<file path="config.mk">
export PLATFORM = sky130hd
export DESIGN_NAME = stall_ctrl
export DESIGN_NICKNAME = d
export VERILOG_FILES = /design/src/rtl/stall_ctrl.sv
export SDC_FILE = /design/constraint.sdc
export NUM_CORES = 1
export LEC_CHECK = 0
export CAP_MARGIN = 15
export CELL_PAD_IN_SITES_DETAIL_PLACEMENT = 2
export CELL_PAD_IN_SITES_GLOBAL_PLACEMENT = 2
export CORE_MARGIN = 10
export CORE_UTILIZATION = 17
export CTS_CLUSTER_SIZE = 40
export DETAILED_ROUTE_END_ITERATION = 12
export GPL_TIMING_DRIVEN = 0
export HOLD_SLACK_MARGIN = 0.12
export PLACE_DENSITY_LB_ADDON = 0.1
export SYNTH_ARGS = -nofsm -noshare
export SYNTH_HDL_FRONTEND = slang
export SYNTH_SLANG_ARGS = --single-unit
</file>
<file path="constraint.sdc">
create_clock -name Clk -period 1.4 [get_ports Clk]
set_input_delay 0.14 -clock Clk [delete_from_list [all_inputs] [get_ports Clk]]
set_output_delay 0.14 -clock Clk [all_outputs]
set_load 0.01 [all_outputs]
</file>
<file path="src/rtl/stall_ctrl.sv">
// Hazard/stall controller for the 5-stage pipeline.
// Compares D-stage operand needs (Tuse) against producer readiness (Tnew) in
// E/M, tracks the multiply/divide unit's busy window with a down-counter, and
// on a hazard freezes PC and F/D while injecting a bubble into D/E.
// The module is the only driver of F_PC_Enable.
module stall_ctrl #(
    parameter int MULT_CYCLES = 5,   // busy cycles after a mult/multu start, must be <= 15
    parameter int DIV_CYCLES  = 10   // busy cycles after a div/divu start, must be <= 15
) (
    input  logic       Clk,
    input  logic       Reset,
    input  logic [4:0] D_rs,
    input  logic [4:0] D_rt,
    input  logic [1:0] D_Tuse_rs,
    input  logic [1:0] D_Tuse_rt,
    input  logic       D_is_md,
    input  logic [4:0] E_A3,
    input  logic [1:0] E_Tnew,
    input  logic [4:0] M_A3,
    input  logic [1:0] M_Tnew,
    input  logic       E_start,
    input  logic       E_md_div,
    output logic       F_PC_Enable,
    output logic       D_Reg_Enable,
    output logic       E_Reg_Clear,
    output logic       Busy
);

    localparam logic [3:0] MULT_LOAD = 4'(MULT_CYCLES);
    localparam logic [3:0] DIV_LOAD  = 4'(DIV_CYCLES);

    // Remaining MDU busy cycles; zero means the MDU is idle.
    logic [3:0] count;

    logic stall_rs;
    logic stall_rt;
    logic md_stall;
    logic stall;

    // MDU busy counter: a start only loads when idle, so a start issued while
    // the unit is still busy neither reloads nor restarts the window.
    always_ff @(posedge Clk) begin
        if (Reset) begin
            count <= 4'd0;
        end else if (E_start && (count == 4'd0)) begin
            count <= E_md_div ? DIV_LOAD : MULT_LOAD;
        end else if (count != 4'd0) begin
            count <= count - 4'd1;
        end
    end

    // Operand and MDU hazard detection. $0 is hard-wired zero and never
    // stalls; Tuse=3 (operand unused) can never be below a Tnew of at most 2.
    always_comb begin
        stall_rs = (D_rs != 5'd0) &&
                   (((E_A3 == D_rs) && (D_Tuse_rs < E_Tnew)) ||
                    ((M_A3 == D_rs) && (D_Tuse_rs < M_Tnew)));
        stall_rt = (D_rt != 5'd0) &&
                   (((E_A3 == D_rt) && (D_Tuse_rt < E_Tnew)) ||
                    ((M_A3 == D_rt) && (D_Tuse_rt < M_Tnew)));
        md_stall = D_is_md && ((count != 4'd0) || E_start);
        stall    = stall_rs | stall_rt | md_stall;
    end

    // Output drive: reset forces the pipeline to run freely with MDU idle.
    always_comb begin
        F_PC_Enable  = 1'b1;
        D_Reg_Enable = 1'b1;
        E_Reg_Clear  = 1'b0;
        Busy         = 1'b0;
        if (!Reset) begin
            F_PC_Enable  = ~stall;
            D_Reg_Enable = ~stall;
            E_Reg_Clear  = stall;
            Busy         = (count != 4'd0);
        end
    end

endmodule
</file>
==> impl_metrics.csv <==
group,metric,value,unit
status,status,"finished with violations",
status,violations,"setup timing",
synth,synth_xor_area_share,32.0,%
sta,fin_ws,-227,ps
cells_and_area,diodes,0,
synth,synth_fp_nets,114,
hold_path,whs_endpoint,"count[0]$_SDFFE_PP0P_",
setup_path,r2r-start,"count[0]$_SDFFE_PP0P_",
floorplanning,rows,21,
clock_network,clock_path_buffers,2,
sta,hold_viol,0,
power,vdd_drop_max,0.206,mV
global_route,grt_usage,8.17,%
cells_and_area,nets,159,
placement,dp_hpwl,2250,µm
synth,yosys_warnings,0,
synth,synth_area_per_cell,8.04,µm²
floorplanning,die_h,79.6,µm
sta,min_period,1630,ps
global_route,grt_max_degree,8,
synth,ys_ff_latch,4,
synth,synth_compound_area_share,19.1,%
clock_network,clock_sinks,4,
global_route,grt_pass1_wl,4110,µm
hold_path,hp-class,"reg2reg",
setup_path,cp.required,1260,ps
setup_path,cp-start-kind,"primary input",
sta,relSlewSlack,80.0,%
cells_and_area,layout_common_cells,"buf_2, xor2_1, buf_6, buf_4, xnor2_1",
cells_and_area,largest_reg_flops,4,
power,power,1.06,mW
drt,drtPass1Iterations,2,
synth,synth_cells,75,
global_route,grt_pass1_vias,853,
sta,setup_viol,3,
placement,gp_congestion,0.728,
sta,slew_viol_final,0,
clock_network,clkTransAtPathRegs,40,ps
synth,synth-simple-area-share,17.6,%
hold_path,hold_path_depth,2,
global_route,gr-usage-met1,8.48,%
drt,final_antenna_net_count,0,
synth,ys_seq_area_share,13.3,%
floorplanning,io_pins,37,
clock_network,clock_latency,240,ps
sta,fin_worst_skew,6.18,ps
drt,wl_per_cell,16.5,µm
setup_path,worstSetupPathType,"in2out",
flow_run,cap_violations,0,
floorplanning,fp.dieW,79.6,µm
setup_path,reg2regPathDepth,7,
power,p_leak,0.487,nW
global_route,overflow,0,
global_route,grtUsageMet2,15.4,%
sta,fmax,614,MHz
clock_network,cts_root_buffer,"clkbuf_4",
synth,synth_fa_ha_area_share,12.4,%
cells_and_area,drive_above_1_share,55.9,%
cells_and_area,reg.largest.list,"count: 4 flops",
global_route,grt_busiest_layer,"met2",
setup_path,end_kind,"primary output",
clock_network,cts_max_level,1,
sta,fin_hold_ws,566,ps
clock_network,numCtsBuffers,3,
placement,port_buffers,36,
drt,drt_iter0_drc,9,
drt,drc,0,
synth,synth.cell_area,603,µm²
hold_path,hold_path_startpoint,"count[0]$_SDFFE_PP0P_",
cells_and_area,registers.top_by_ff_count,"count",
drt,via_per_inst,4.32,
global_route,gr-usage-met3,2.14,%
synth,muxShareOfSynthArea,0,%
sta,worstMarginPinSlew,299,ps
drt,drt-total-wl,2710,µm
global_route,antenna_found_initial,0,
cells_and_area,layout_commonest_cell,"buf_2",
floorplanning,initial_core_util,17.8,%
power,power.density,854,mW/mm²
synth,ys_types,22,
placement,placed_cells,157,
sta,fin_crit_sh,116,%
drt,route.vias.total,708,
placement,pre_cts_ws,-1110,ps
sta,setup_tns,-432,ps
setup_path,r2r_end,"count[0]$_SDFFE_PP0P_",
clock_network,cts_tree,"done",
setup_path,crit_fanout,2,
floorplanning,die_area,0.00633,mm²
sta,rsz0062_at_grt,"true",
synth,synth_top_family_by_area,"XOR/XNOR gates",
floorplanning,core-area,0.00339,mm²
cells_and_area,area_growth,107,%
setup_path,r2r_setup_slack,130,ps
setup_path,arrival,1490,ps
cells_and_area,instances_no_fill,164,
==> cell families after synthesis <==
kind of cell | after synthesis
buffers and inverters | 8
xor gates and xnor gates | 22
AOI/OAI and AO/OA | 17
and+or+nand+nor | 18
adders and majority gates | 6
DFF | 4
==> cells in the mapped netlist <==
cell type  number  area [µm²]
a21oi_1         3        15.0
nor4_2          2        25.0
xnor2_1         6        52.6
a31o_1          1        8.76
a31oi_1         1        6.26
inv_1           7        26.3
dfxtp_1         4        80.1
nor4_1          2        12.5
nand2_1         3        11.3
nand4_1         2        12.5
o2bb2ai_1       2        17.5
o21ai_0         5        25.0
or4_1           2        15.0
nor3_1          1        5.00
buf_4           1        7.51
ha_1            6        75.1
o22a_1          1        8.76
a211oi_1        3        22.5
nor2_1          4        15.0
xor2_1         16         140
nand3_1         2        10.0
o2111a_1        1        11.3
==> through the flow <==
stage | instance area (µm²) | utilization, %
global placement | 1020 | 30.2
detailed placement | 1020 | 30.2
floorplan | 606 | -
global route | 1250 | 36.8
CTS | 1120 | 33.1
finish | 1250 | 36.8
==> repair_timing <==
item,CTS,global route
hold buffers,0,0
setup endpoints to repair,4,5
pin swaps,22,12
buffers inserted,1,3
gates resized for setup,147,31
==> where the power goes <==
| part | leakage [nW] | internal (mW) | switching, mW |
|---|---|---|---|
| Clock | 0.0138 | 0.0960 | 0.0486 |
| Combinational | 0.440 | 0.360 | 0.350 |
| Sequential | 0.0336 | 0.166 | 0.0432 |
| Total | 0.487 | 0.623 | 0.442 |
==> metal layers <==
metal	wire (µm)	vias to the layer above	share of wire, %
li1	-	350	-
met1	1040	340	38
met2	1530	18	56
met3	138	0	5.1
met4	0	0	0
met5	0	-	0
==> layout make-up <==
type                       count  area, µm²
fill                         385       2140
timing repair buffer          40        345
buffer                         1       7.51
inverter                       7       26.3
clock buffer                   3       22.5
multi-input combinational     63        707
sequential                     4       81.3
tap                           46       57.6
==> critical path: stages <==
cell	delay [ps]
dlygate4sd2_1	240
inv_2	80
ha_1	240
o21ai_2	70
nand3_1	110
o2bb2ai_2	150
a31o_1	220
buf_4	130
buf_6	110
==> worst max-delay path by stage <==
| stage | startpoint | to | slack, ps | depth (start not counted) |
|---|---|---|---|---|
| after floorplan | count[0]$_SDFFE_PP0P_ | F_PC_Enable | 20 | 6 |
| after global placement | M_Tnew[1] | F_PC_Enable | -1080 | 9 |
| after detailed placement | M_Tnew[1] | F_PC_Enable | -1110 | 9 |
| after CTS | D_rt[2] | F_PC_Enable | -230 | 8 |
| after global routing | D_rs[3] | F_PC_Enable | -300 | 8 |
| final | E_Tnew[1] | F_PC_Enable | -230 | 9 |
(Power assumes the default switching activity.)
